File: config.mk
export PLATFORM = sky130hd
export DESIGN_NAME = link_tx_sync
export DESIGN_NICKNAME = d
export VERILOG_FILES = /design/src/rtl/link_tx_sync.sv
export SDC_FILE = /design/constraint.sdc
export NUM_CORES = 1
export LEC_CHECK = 0
export ABC_AREA = 1
export BUFFER_PORTS_ARGS = -buffer_cell sky130_fd_sc_hd__buf_2
export CORE_MARGIN = 2
export CORE_UTILIZATION = 50
export DETAILED_ROUTE_END_ITERATION = 10
export HOLD_SLACK_MARGIN = 0.1
export PLACE_DENSITY = 0.77
export SYNTH_ARGS = -nofsm -noshare
export SYNTH_HDL_FRONTEND = slang
export SYNTH_SLANG_ARGS = --single-unit
File: constraint.sdc
create_clock -name clk -period 1.42 [get_ports clk]
set_clock_uncertainty 0.2 [all_clocks]
set_input_delay 0.355 -clock clk [delete_from_list [all_inputs] [get_ports clk]]
set_output_delay 0.355 -clock clk [all_outputs]
set_load 0.02 [all_outputs]
File: src/rtl/link_tx_sync.sv
// link_tx_sync: clocked sender into the asynchronous multi-rail link fabric.
// Each accepted word is driven as WIDTH rail pairs, either two-phase
// level-encoded (ENC="TP") or four-phase return-to-zero (ENC="FP"). The
// transmitter then waits for the per-bit completion acks, which are
// synchronised before any decision is taken on them.
// Optional macro LINK_TX_TIMEOUT_EN adds a sticky ack-timeout flag on err.
module link_tx_sync #(
    parameter int          WIDTH       = 8,
    parameter logic [15:0] ENC         = "TP",
    parameter int          SYNC_STAGES = 2,
    parameter int          TIMEOUT     = 1024
) (
    input  logic                 clk,
    input  logic                 rst_n,
    input  logic                 in_valid,
    output logic                 in_ready,
    input  logic [WIDTH-1:0]     in_data,
    output logic [2*WIDTH-1:0]   link_data,
    input  logic [WIDTH-1:0]     link_ack,
    output logic                 busy,
    output logic                 err
);

    localparam bit IS_FP = (ENC == "FP");
    localparam bit IS_TP = (ENC == "TP");

    generate
        if (!IS_FP && !IS_TP) begin : g_bad_enc
            $error("link_tx_sync: ENC must be \"TP\" or \"FP\"");
        end
        if (SYNC_STAGES < 2) begin : g_bad_sync
            $error("link_tx_sync: SYNC_STAGES must be at least 2");
        end
        if (TIMEOUT < 1) begin : g_bad_timeout
            $error("link_tx_sync: TIMEOUT must be at least 1");
        end
    endgenerate

    typedef enum logic [1:0] {
        S_IDLE     = 2'd0,
        S_WAIT_ACK = 2'd1,
        S_WAIT_RTZ = 2'd2
    } state_t;

    state_t                              r_state;
    logic [2*WIDTH-1:0]                  r_link;
    logic                                r_phase;
    logic                                r_ready;
    logic                                r_busy;
    logic [SYNC_STAGES-1:0][WIDTH-1:0]   r_sync;

    logic [WIDTH-1:0]                    w_ack_s;
    logic                                w_all_one;
    logic                                w_all_zero;
    logic                                w_tp_done;
    logic                                w_accept;
    logic [2*WIDTH-1:0]                  w_enc;

    // Ack synchroniser: each ack bit crosses SYNC_STAGES flops before use.
    always_ff @(posedge clk or negedge rst_n) begin
        if (!rst_n) begin
            r_sync <= '0;
        end else begin
            r_sync <= {r_sync[SYNC_STAGES-2:0], link_ack};
        end
    end

    assign w_ack_s    = r_sync[SYNC_STAGES-1];
    assign w_all_one  = &w_ack_s;
    assign w_all_zero = ~|w_ack_s;
    // In TP the pair XOR seen by a cell equals the phase of the token in flight.
    assign w_tp_done  = (w_ack_s == {WIDTH{r_phase}});
    assign w_accept   = (r_state == S_IDLE) && r_ready && in_valid;

    // Rail encoding of in_data; in TP the false rail uses the phase the token will carry.
    always_comb begin
        w_enc = '0;
        for (int i = 0; i < WIDTH; i++) begin
            w_enc[2*i+1] = in_data[i];
            if (IS_FP) begin
                w_enc[2*i] = ~in_data[i];
            end else begin
                w_enc[2*i] = in_data[i] ^ ~r_phase;
            end
        end
    end

    // Handshake state machine with registered rails, ready and busy.
    always_ff @(posedge clk or negedge rst_n) begin
        if (!rst_n) begin
            r_state <= S_IDLE;
            r_link  <= '0;
            r_phase <= 1'b0;
            r_ready <= 1'b0;
            r_busy  <= 1'b0;
        end else begin
            case (r_state)
                S_IDLE: begin
                    if (w_accept) begin
                        r_link  <= w_enc;
                        r_phase <= IS_FP ? r_phase : ~r_phase;
                        r_state <= S_WAIT_ACK;
                        r_ready <= 1'b0;
                        r_busy  <= 1'b1;
                    end else begin
                        r_ready <= 1'b1;
                        r_busy  <= 1'b0;
                    end
                end
                S_WAIT_ACK: begin
                    if (IS_FP) begin
                        if (w_all_one) begin
                            r_link  <= '0;
                            r_state <= S_WAIT_RTZ;
                        end
                    end else if (w_tp_done) begin
                        r_state <= S_IDLE;
                        r_ready <= 1'b1;
                        r_busy  <= 1'b0;
                    end
                end
                S_WAIT_RTZ: begin
                    if (w_all_zero) begin
                        r_state <= S_IDLE;
                        r_ready <= 1'b1;
                        r_busy  <= 1'b0;
                    end
                end
                default: begin
                    r_state <= S_IDLE;
                    r_link  <= '0;
                    r_ready <= 1'b0;
                    r_busy  <= 1'b0;
                end
            endcase
        end
    end

    assign link_data = r_link;
    assign in_ready  = r_ready;
    assign busy      = r_busy;

`ifdef LINK_TX_TIMEOUT_EN
    localparam int CW = $clog2(TIMEOUT + 1);

    logic [CW-1:0] r_tcnt;
    logic          r_err;
    logic          w_advance;

    // Any state transition is a state entry and restarts the wait count.
    always_comb begin
        w_advance = 1'b0;
        case (r_state)
            S_IDLE:     w_advance = w_accept;
            S_WAIT_ACK: w_advance = IS_FP ? w_all_one : w_tp_done;
            S_WAIT_RTZ: w_advance = w_all_zero;
            default:    w_advance = 1'b1;
        endcase
    end

    // Saturating wait counter and sticky timeout flag; the FSM never aborts.
    always_ff @(posedge clk or negedge rst_n) begin
        if (!rst_n) begin
            r_tcnt <= '0;
            r_err  <= 1'b0;
        end else if (w_advance || (r_state == S_IDLE)) begin
            r_tcnt <= '0;
        end else if (r_tcnt != CW'(TIMEOUT)) begin
            r_tcnt <= r_tcnt + CW'(1);
            if (r_tcnt == CW'(TIMEOUT - 1)) begin
                r_err <= 1'b1;
            end
        end
    end

    assign err = r_err;
`else
    assign err = 1'b0;
`endif

endmodule

Word level (Yosys, flattened, before mapping)
Index checks and enable logic that the tools add are counted.
- $add $sub $neg: 0
- multiply operators: 0
- div/mod/pow operators: 0
- magnitude comparators: 0
- equality and inequality tests: 6
- shift-type cells: 0
- multiplexer cells: 14
- bitwise gates (word level): 10
- reduce and logical (&&, ||, !) cells: 9
- operators with widths (cell ; number):
    case mux 16 bit (2 select lines) ; 1
    two-way mux 16 bit ; 1
    equality test 8 bit ; 1
    OR reduction 8 bit ; 1
    bitwise XOR 1 bit ; 8
    two-way mux 1 bit ; 6
    two-way mux 2 bit ; 3
    != test 2 bit, second input constant ; 3
    case mux 1 bit (3 select lines) ; 2
    case mux 2 bit (3 select lines) ; 1
    AND reduction 2 bit ; 3
    AND reduction 3 bit ; 1
    equality test 2 x 1 -> 1 bit, second input constant ; 1
    equality test 2 bit, second input constant ; 1
    logical AND 1 bit ; 2
    zero test 2 bit ; 1
    inverter 1 bit ; 2
    OR reduction 2 bit ; 1
- register bits after elaboration: 37
- latch bits: 0
- RAM bits: 0
- memory bits (read-only): 0
- bits of input ports: 19
- output and inout port bits: 19
- logic and storage cells: 46
- memories: 0

Depth between registers and ports, before layout
- depth in word-level cells: 5
- depth in mapped cells: 7
- depth with buffers taken out: 7

Worst setup path before layout
No wires, ideal clock.
- path type: flip-flop to flip-flop
- from: register r_ready (netlist: in_ready)
- to: register r_link[0] (netlist: link_data[0])
- library setup time: 0.073 ns
- data arrival time: 1.166 ns
- data required time: 1.147 ns
- path slack: -0.019 ns
- stages on the path, launching flop included: 8
- buffers on the path: 1
- period minus slack after synthesis: 1.439 ns
- path through: dfrtp_1 > nand2_1 > nor2_4 > inv_6 > nor2_8 > buf_8 > nor2_1 > a21oi_2
- longest elaborated chain between the ends: 4
- RTL lines (what ; line ; text):
    start: declaration ; 48 ; logic r_ready;
    start signal: assignment ; 94 ; r_ready <= 1'b0;
    start signal: assignment ; 103 ; r_ready <= 1'b0;
    start signal: assignment ; 106 ; r_ready <= 1'b1;
    logical AND 1 bit (2 in series) ; 73 ; assign w_accept = (r_state == S_IDLE) && r_ready && in_valid;
    != test 2 bit (no line) ; -- ;
    AND reduction 2 bit (no line) ; -- ;
    end signal: assignment ; 100 ; r_link <= w_enc;
    end: declaration ; 46 ; logic [2*WIDTH-1:0] r_link;
Every way passes these cells.
A chain may end at the register's enable or synchronous reset.

Worst setup path in the final report
- from: register r_link[15] (netlist: link_data[15])
- to: output link_data[15]
- RTL lines (what ; line ; text):
    end: declaration ; 18 ; output logic [2*WIDTH-1:0] link_data,
No word-level cell between the ends.

==> results.sh <==
export IMPL_crit_type="reg2out"
export IMPL_synth_flop_cell="dfrtp_1"
export IMPL_yosys_area_top_type="dfrtp_1"
export IMPL_core_area_um2=2520
export IMPL_start_kind="flip-flop"
export IMPL_p_leak_nw=1.10
export IMPL_cp_cell_sequence="buf_6"
export IMPL_start_util=0.535
export IMPL_syn_nets=146
export IMPL_endpoint_kind="primary output"
export IMPL_hold_violations=0
export IMPL_clock_sinks=36
export IMPL_viasPerCell=4.71
export IMPL_clock_power_share=0.141
export IMPL_clkTransAtPathRegs_ns=0.11
export IMPL_hold_depth=0
export IMPL_cp_depth=1
export IMPL_syn_inst=127
export IMPL_htreeDepth=2
export IMPL_ant_nets=0
export IMPL_irDropWorstVdd_mv=1.91
export IMPL_clockBufferDepth=2
export IMPL_setup_violations=21
export IMPL_synth_compound_area_frac=0.0380
export IMPL_power_frac_seq=0.391
export IMPL_synth_seq_cells=36
export IMPL_hold_path_class="reg2reg"
export IMPL_yosys_area_share_xor_xnor=0.0130
export IMPL_required_ns=0.87
export IMPL_path_max_fanout=2
export IMPL_synth_top_area_frac=0.667
export IMPL_cts_root_buffer="clkbuf_4"
export IMPL_comb_power_share=0.468
export IMPL_die_area_um2=3130
export IMPL_top_level_ports=38
export IMPL_fin_crit_sh=1.03
export IMPL_ff2ff_setup_slack_ns=-0.02
export IMPL_clock_latency_ns=0.34
export IMPL_drv_cap=0
export IMPL_clock_fmax_ghz=0.682
export IMPL_placed_area_um2=1570
export IMPL_critical_path_slowest_cell="dfrtp_1"
export IMPL_rsz0062_at_grt="true"
export IMPL_fin_ws_ns=-0.0460
export IMPL_synth_enable_flop_cells=0
export IMPL_vias=1101
export IMPL_first_iter_violations=45
export IMPL_p_switching_mw=1.59
export IMPL_critical_path_max_stage_delay_ns=0.43
export IMPL_crit_family="flip-flops"
export IMPL_p_per_area_nw_per_um2=1990
export IMPL_switching_share=0.386
export IMPL_chipHeight_um=56.0
export IMPL_synthMuxAreaShare=0
export IMPL_fin_nets=222
export IMPL_dr_pass1_iters=4
export IMPL_synthDistinctLibCells=20
export IMPL_maxSlewViolCount=0
export IMPL_grt_max_degree=23
export IMPL_period_minus_slack_ns=1.47
export IMPL_finalWeightedCongestion=0.749
export IMPL_final_area_um2=2070
export IMPL_cts_tree="built"
export IMPL_synth_simple_gate_area_frac=0.225
export IMPL_violations="setup timing"
export IMPL_hold_slack_ns=0.158
export IMPL_areaGrowthSynthToFinish_pct=53.2
export IMPL_cts_made_buffers=5
export IMPL_drc_errors=0
export IMPL_insertedDiodeCount=0
export IMPL_grt_pass1_wl_mm=5.23
export IMPL_yosysMostFrequentCell="nand2_1"
export IMPL_syn_area_per_cell_um2=10.6
export IMPL_grt_overflow=0
export IMPL_drive_above_1_share=0.412
export IMPL_grt_pass1_vias=1121
export IMPL_antenna_found_initial=0
export IMPL_rr_worst_depth=6
export IMPL_portBuffers=36
export IMPL_wire_per_inst_um=14.6
export IMPL_synth_seq_area_share=0.667
export IMPL_yosys_warnings=0
export IMPL_grt_usage=0.225
export IMPL_outcome="complete, but fails checks"
export IMPL_synthesis_area_um2=1350
export IMPL_synth_top_family_by_area="simple AND/OR/NAND/NOR gates"
export IMPL_synth_area_top_cells="dfrtp_1 67%, nand2_1 14%, nor2_1 3.6%"
export IMPL_synthAdderAreaFrac=0
export IMPL_rows=18
export IMPL_ys_top_cells_by_count="49 x nand2_1, 36 x dfrtp_1, 13 x nor2_1"
export IMPL_hpwl_mm=1.77
export IMPL_synthArstFlopShare=1.00
export IMPL_crit_arrival_ns=0.91
export IMPL_dieWidth_um=56.0
export IMPL_p_int_mw=2.53
export IMPL_wl_mm=3.41
export IMPL_worstPathBufferInverterCount=1
-- per-layer routing --
metal,global-route usage,vias up,share of wire
li1,-,543,-
met4,0.0714,0,0.0082
met3,0.0837,4,0.046
met5,0,-,0
met1,0.271,519,0.41
met2,0.375,35,0.54
-- metrics by stage --
step	util	setup TNS [ns]	setup WS [ns]	total power [mW]	cells
final	0.820	-0.493	-0.0460	4.12	234
after global routing	0.820	-1.71	-0.104	4.35	234
after CTS	0.789	-0.610	-0.0515	3.87	228
after detailed placement	0.621	-0.193	-0.0608	2.77	193
after global placement	0.621	0	0.0212	2.71	193
after floorplan	-	0	0.0462	2.35	127
-- power by group through the flow --
| stage | Clock, mW | Combinational [mW] | Sequential (mW) |
|---|---|---|---|
| after floorplan | 0 | 0.521 | 1.83 |
| after global placement | 0 | 1.18 | 1.53 |
| after detailed placement | 0 | 1.22 | 1.55 |
| after CTS | 0.583 | 1.69 | 1.59 |
| after global routing | 0.633 | 2.07 | 1.64 |
| final | 0.580 | 1.93 | 1.61 |
-- final timing paths --
kind / from / to
min reg2reg: r_sync[2] / w_ack_s[2]
max: link_data[15] / link_data[15]
max in group asynchronous: rst_n / r_phase
max reg2reg: in_ready / link_data[2]
min in group asynchronous: rst_n / r_sync[5]
min: r_sync[2] / w_ack_s[2]
-- registers in the layout, summed over array words and instances (netlist names) --
name,flops
link_data,16
r_state,1
r_phase,1
busy,1
r_sync,8
w_ack_s,8
in_ready,1
-- repair_timing --
item	4_1_cts	5_1_grt
hold endpoints to repair	59	0
pin swaps	1	4
resized for setup	37	11
endpoints found under the setup margin	20	25
hold buffers	17	0
cloned	1	0
setup buffers	9	6
-- cell families after synthesis --
family                    after synthesis
and+or+nand+nor                        70
buffers and inverters                  10
xor gates and xnor gates                2
other                                   1
AOI/OAI and AO/OA                       8
DFF                                    36
-- area by class of cell --
class	instances	area (um2)
Sequential cell	36	903
Tap cell	30	37.5
Timing Repair Buffer	72	626
Clock buffer	6	51.3
Inverter	6	27.5
Fill cell	150	454
Clock inverter	2	10.0
Multi-Input combinational cell	82	413
-- placed cells by master, fill, tap and decap left out, drive strengths merged --
cell / synthesis / routed
a21oi: 7 / 7
xor2: 2 / 2
nand4: 1 / 1
o21ai: 1 / 1
dfrtp: 36 / 36
conb: 1 / 1
clkbuf: 0 / 6
nand2: 51 / 51
buf: 4 / 55
inv: 6 / 6
dlygate4sd3: 0 / 17
nand3: 2 / 2
nor2: 15 / 16
and2: 1 / 1
clkinv: 0 / 2
No activity file was read; power rests on OpenSTA's default activity.
